--- src/rtl/ip_slot_bridge_pkg.sv ---
// Shared definitions for the cartridge-slot to MSX-50BUS bridge:
// FSM state encoding, read timeout limit and the byte returned when no device answers.
package ip_slot_bridge_pkg;

    typedef enum logic [2:0] {
        IDLE    = 3'd0,
        RD_REQ  = 3'd1,
        RD_HOLD = 3'd2,
        WR_REQ  = 3'd3,
        WR_HOLD = 3'd4
    } state_e;

    localparam logic [3:0] TIMEOUT_LIMIT  = 4'd15;
    localparam logic [7:0] NO_DEVICE_BYTE = 8'hFF;

endpackage

--- src/rtl/ip_slot_bridge_sync2.sv ---
// Two-flop synchronizer for one asynchronous slot strobe; resets to RESET_VAL
// so an active-low strobe reads as inactive straight out of reset.
module ip_sync2 #(
    parameter logic RESET_VAL = 1'b1
) (
    input  logic clk,
    input  logic n_reset,
    input  logic d,
    output logic q
);

    logic meta_q, meta_d;
    logic sync_q, sync_d;

    always_comb begin
        meta_d = d;
        sync_d = meta_q;
    end

    always_ff @(posedge clk) begin
        if (!n_reset) begin
            meta_q <= RESET_VAL;
            sync_q <= RESET_VAL;
        end else begin
            meta_q <= meta_d;
            sync_q <= sync_d;
        end
    end

    assign q = sync_q;

endmodule

--- src/rtl/ip_slot_bridge.sv ---
// Bridges MSX cartridge-slot memory strobes onto one MSX-50BUS request per access.
// Define IP_SLOT_BRIDGE_WAIT_EN to drive n_wait low while a read is outstanding.
module ip_slot_bridge
    import ip_slot_bridge_pkg::*;
(
    input  logic        clk,
    input  logic        n_reset,
    input  logic [15:0] slot_a,
    input  logic [7:0]  slot_d_in,
    output logic [7:0]  slot_d_out,
    output logic        slot_d_oe,
    input  logic        n_sltsl,
    input  logic        n_merq,
    input  logic        n_rd,
    input  logic        n_wr,
    output logic        n_wait,
    output logic [15:0] bus_address,
    output logic [7:0]  bus_write_data,
    output logic        bus_memory_read,
    output logic        bus_memory_write,
    input  logic        bus_read_ready,
    input  logic [7:0]  bus_read_data
);

    logic s_sltsl, s_merq, s_rd, s_wr;

    ip_sync2 #(.RESET_VAL(1'b1)) u_sync_sltsl (.clk(clk), .n_reset(n_reset), .d(n_sltsl), .q(s_sltsl));
    ip_sync2 #(.RESET_VAL(1'b1)) u_sync_merq  (.clk(clk), .n_reset(n_reset), .d(n_merq),  .q(s_merq));
    ip_sync2 #(.RESET_VAL(1'b1)) u_sync_rd    (.clk(clk), .n_reset(n_reset), .d(n_rd),    .q(s_rd));
    ip_sync2 #(.RESET_VAL(1'b1)) u_sync_wr    (.clk(clk), .n_reset(n_reset), .d(n_wr),    .q(s_wr));

    state_e      state_q, state_d;
    logic [15:0] addr_q, addr_d;
    logic [7:0]  wdata_q, wdata_d;
    logic [7:0]  rdata_q, rdata_d;
    logic [3:0]  timeout_q, timeout_d;

    // Both strobes low together is a conflicting access and is ignored.
    logic rd_detect, wr_detect;
    assign rd_detect = !s_sltsl && !s_merq && !s_rd &&  s_wr;
    assign wr_detect = !s_sltsl && !s_merq &&  s_rd && !s_wr;

    always_comb begin
        state_d   = state_q;
        addr_d    = addr_q;
        wdata_d   = wdata_q;
        rdata_d   = rdata_q;
        timeout_d = timeout_q;

        case (state_q)
            IDLE: begin
                if (rd_detect) begin
                    addr_d    = slot_a;
                    timeout_d = 4'd0;
                    state_d   = RD_REQ;
                end else if (wr_detect) begin
                    addr_d  = slot_a;
                    wdata_d = slot_d_in;
                    state_d = WR_REQ;
                end
            end
            RD_REQ: begin
                // Counter holds cycles already spent here, so the last one is LIMIT-1.
                if (bus_read_ready) begin
                    rdata_d = bus_read_data;
                    state_d = RD_HOLD;
                end else if (timeout_q == TIMEOUT_LIMIT - 4'd1) begin
                    rdata_d = NO_DEVICE_BYTE;
                    state_d = RD_HOLD;
                end else begin
                    timeout_d = timeout_q + 4'd1;
                end
            end
            RD_HOLD: begin
                if (s_rd) begin
                    state_d = IDLE;
                end
            end
            WR_REQ: begin
                state_d = WR_HOLD;
            end
            WR_HOLD: begin
                if (s_wr) begin
                    state_d = IDLE;
                end
            end
            default: begin
                state_d = IDLE;
            end
        endcase
    end

    always_ff @(posedge clk) begin
        if (!n_reset) begin
            state_q   <= IDLE;
            addr_q    <= 16'h0000;
            wdata_q   <= 8'h00;
            rdata_q   <= 8'h00;
            timeout_q <= 4'd0;
        end else begin
            state_q   <= state_d;
            addr_q    <= addr_d;
            wdata_q   <= wdata_d;
            rdata_q   <= rdata_d;
            timeout_q <= timeout_d;
        end
    end

    assign bus_address      = addr_q;
    assign bus_write_data   = wdata_q;
    assign bus_memory_read  = (state_q == RD_REQ);
    assign bus_memory_write = (state_q == WR_REQ);
    assign slot_d_out       = rdata_q;
    // Released combinationally so the driver is off in the cycle s_rd returns high.
    assign slot_d_oe        = (state_q == RD_HOLD) && !s_rd;

`ifdef IP_SLOT_BRIDGE_WAIT_EN
    assign n_wait = !(n_reset && (((state_q == IDLE) && rd_detect) || (state_q == RD_REQ)));
`else
    assign n_wait = 1'b1;
`endif

endmodule

--- config.mk ---
export PLATFORM = sky130hd
export DESIGN_NAME = ip_slot_bridge
export DESIGN_NICKNAME = d
export VERILOG_FILES = /design/src/rtl/ip_slot_bridge_pkg.sv /design/src/rtl/ip_slot_bridge_sync2.sv /design/src/rtl/ip_slot_bridge.sv
export SDC_FILE = /design/constraint.sdc
export NUM_CORES = 1
export LEC_CHECK = 0
export CAP_MARGIN = 5
export CORE_UTILIZATION = 43
export DETAILED_ROUTE_END_ITERATION = 8
export GPL_ROUTABILITY_DRIVEN = 0
export GPL_TIMING_DRIVEN = 0
export PLACE_DENSITY_LB_ADDON = 0.08
export SKIP_CTS_REPAIR_TIMING = 1
export SYNTH_ARGS = -nofsm -noshare
export SYNTH_HDL_FRONTEND = slang
export SYNTH_SLANG_ARGS = --single-unit
--- constraint.sdc ---
create_clock -name clk -period 2.6 [get_ports clk]
set_input_delay 0.78 -clock clk [delete_from_list [all_inputs] [get_ports clk]]
set_output_delay 0.78 -clock clk [all_outputs]
set_load 0.05 [all_outputs]
==> reports/metrics.csv <==
stage,metric,value,unit
synthesis,syn_nets,238,
synthesis,leading post-synthesis cells by cell area,"dfxtp_1 50%, mux2i_1 9.1%, nand2_1 8.0%",
setup_path,WP data required,1.82,ns
setup_path,Startpoint Class,flop,
global_route,total track usage,0.196,
route,DRT Pass-1 Iters,6,
finish,area grow syn2layout,48.0,%
sta,final hold vios,0,
synthesis,synthesized area per cell,9.54,µm²
route,Initial DRC Count,71,
setup_path,Slowest cell on crit path,or3b_1,
clocking,Clock Tree Buf Depth,2,
setup_path,Worst Reg-to-Reg Cells,6,
setup_path,"critical path, cell by cell",buf_2 > or3b_1 > inv_2 > clkbuf_2,
global_route,largest net degree at the start of global routing,14,
floorplanning,height of the die,68.1,µm
setup_path,Critical Path End Type,primary output,
sta,worst slew pin tran,1.21,ns
synthesis,Syn Std Cell Area,1880,µm²
floorplanning,Horiz. Die Dim,68.1,µm
route,post-route ant nets,0,
floorplanning,Starting Density,0.460,
floorplanning,Rows,23,
power_and_ir_drop,Power Density,482,nW/µm²
min_path,Hold Crit Endpoint,u_sync_wr.q$_SDFF_PN1_,
clocking,H-tree levels,2,
route,DR vias,1651,
synthesis,Yosys top cell by area,dfxtp_1,
place,Post-DP HPWL,2.95,mm
setup_path,critical path data arrival time,1.64,ns
clocking,Num CTS Buffers,5,
global_route,GRT overflow,0,
synthesis,post-synth top area share,0.501,
synthesis,synth warn,0,
place,dpl ws,-0.0189,ns
power_and_ir_drop,Leakage Power,1.02,nW
finish,layout cells sized above 1,0.0830,
sta,fin worst setup slack,0.183,ns
clocking,Root Buffer,clkbuf_8,
sta,fin crit period,2.42,ns
place,placed cell area,2680,µm²
synthesis,Post-synth EDFFs,0,
route,routed wire length,4.07,mm
floorplanning,I/O Pins,75,
setup_path,"critical path fanouts, max",8,
setup_path,kind of critical path,reg -> out,
finish,Final Cell Area,2780,µm²
global_route,vias in the first global route,1528,
synthesis,Synth Flop Type,dfxtp_1,
sta,Final Max Tran Viols,0,
power_and_ir_drop,highest ir drop seen on vdd,0.329,mV
synthesis,Yosys cell types,37,
sta,sum of negative setup slack,0,ns
sta,worst hold slack,0.409,ns
floorplanning,Die ar.,4640,µm²
synthesis,Post-synth ARST share,0,
clocking,Worst-Skew Late Latency,0.29,ns
route,# DRC,0,
clocking,clk sinks,47,
place,Port-buffer cells,73,
setup_path,RR Endpoint,bus_address[15]$_SDFFE_PN0P_,
outcome,status,"complete, no violations",
synthesis,synthesized flop and latch total,47,
global_route,initial antenna violation count,0,
setup_path,"Largest stage delay, worst path",0.43,ns
clocking,CTS tree,built,
sta,unrepaired setup endpoints after global routing,false,
sta,fmax,0.414,GHz
job,Max-Cap Viols,0,
finish,Final Net Count,318,
synthesis,"Seq/Total Area, Yosys",0.501,
finish,n_diodes,0,
floorplanning,core area,4090,µm²
sta,"Period Utilization, post-route",0.930,
setup_path,flop2flop setup slack,0.46,ns
route,routed length per instance,12.5,µm
sta,Final Skew,0.00291,ns
global_route,first-pass GRT wire length,6.81,mm
synthesis,Mapped Cells,197,
sta,Slew headroom,0.182,
min_path,worst hold path type,reg -> reg,
min_path,Worst Hold Depth,1,
clocking,Worst-path clk slew,0.08,ns
route,vias per cell,5.05,
min_path,min-delay src,u_sync_wr.meta_q$_SDFF_PN1_,
sta,Final setup viols,0,
setup_path,R2R Path Start,state_q[0]$_SDFFE_PN0P_,
-- logic make-up (layout without fill, tap and decap cells) --
logic type	count (synthesis)	in the layout	share of synthesized area
multiplexers	17	17	0.0905
XOR/XNOR	1	1	0.00466
other	1	1	0.00200
adder cells (fa/ha/maj)	2	2	0.0133
flip-flops	47	47	0.501
AO/OA/AOI/OAI	35	35	0.134
buffers and inverters	18	98	0.0506
AND/OR/NAND/NOR	76	76	0.204
-- routing by layer --
layer,share of wire,global-route usage
met5,0,0
met4,0.0086,0.0625
met1,0.46,0.238
met3,0.068,0.0617
met2,0.47,0.327
-- cells in the final DEF (no fill, tap or decap), types with 2 or more instances in the layout --
| cell type | count |
|---|---|
| a21oi_1 | 9 |
| a31oi_1 | 3 |
| buf_1 | 2 |
| buf_6 | 3 |
| clkbuf_1 | 7 |
| clkbuf_8 | 5 |
| clkdlybuf4s50_1 | 70 |
| dfxtp_1 | 47 |
| dlymetal6s2s_1 | 2 |
| ha_1 | 2 |
| inv_1 | 4 |
| mux2i_1 | 17 |
| nand2_1 | 40 |
| nand2b_1 | 8 |
| nand3_1 | 9 |
| nor2_1 | 4 |
| nor3_1 | 2 |
| nor4b_1 | 2 |
| o21ai_0 | 7 |
| o21ai_1 | 2 |
| o221a_2 | 8 |
| or3_1 | 3 |
-- power breakdown --
part           switching [mW]  total (mW)  leakage, nW  internal (mW)
sequential            0.00471       0.730        0.380          0.726
combinational          0.0408       0.105        0.585         0.0643
clock                   0.223       0.504       0.0513          0.282
total                   0.268        1.34         1.02           1.07
-- metrics by stage --
stage          total power, mW  std cells  utilization
2_1_floorplan            0.785        197            -
3_3_place_gp             0.853        320        0.656
3_5_place_dp             0.853        320        0.656
4_1_cts                   1.36        327        0.681
5_1_grt                   1.40        327        0.681
6_report                  1.34        327        0.681
-- Yosys cell counts, types with 2 or more instances --
master	n
inv_1	4
o21ai_0	7
mux2i_1	17
nor4b_1	3
ha_1	2
nand2_1	40
nor3_1	2
o21ai_1	2
nor2_1	4
nand2b_1	8
nand3_1	9
buf_6	3
a31oi_1	3
a21oi_1	9
buf_1	2
clkbuf_1	6
o221a_2	8
dfxtp_1	47
or3_1	3
-- final cells by class --
cell class              instances  area, µm²
fillers                       367       1310
flip-flops and latches         47        941
multi-input cells             132        850
repair buffers                 73        731
plain buffers                  13       76.3
clock buffers                   6       72.6
well taps                      50       62.6
clock inverters                 1       30.0
inverters                       5       18.8
-- critical path, delay by kind of cell (launching register included) --
family,cells,cell delay (ns)
DFF,1,0.31
buffers and inverters,3,0.61
and+or+nand+nor,1,0.43
-- how the worst max path moves through the flow --
stage,endpoint,start,slack [ns]
2_1_floorplan,slot_d_oe,state_q[2]$_SDFFE_PN0P_,0.40
6_report,bus_memory_read,state_q[0]$_SDFFE_PN0P_,0.18
5_1_grt,bus_memory_read,state_q[0]$_SDFFE_PN0P_,0.11
4_1_cts,bus_memory_read,state_q[0]$_SDFFE_PN0P_,-0.35
3_3_place_gp,bus_memory_read,state_q[0]$_SDFFE_PN0P_,-0.03
3_5_place_dp,bus_memory_read,state_q[0]$_SDFFE_PN0P_,-0.02
-- sequential cells by signal, indices dropped and copies added (netlist names) --
register	cells
bus_write_data	8
u_sync_rd.meta_q	1
u_sync_wr.q	1
u_sync_merq.q	1
u_sync_sltsl.q	1
slot_d_out	8
state_q	3
timeout_q	4
bus_address	16
u_sync_sltsl.meta_q	1
u_sync_wr.meta_q	1
u_sync_rd.q	1
u_sync_merq.meta_q	1
No activity file was read; power rests on OpenSTA's default activity.
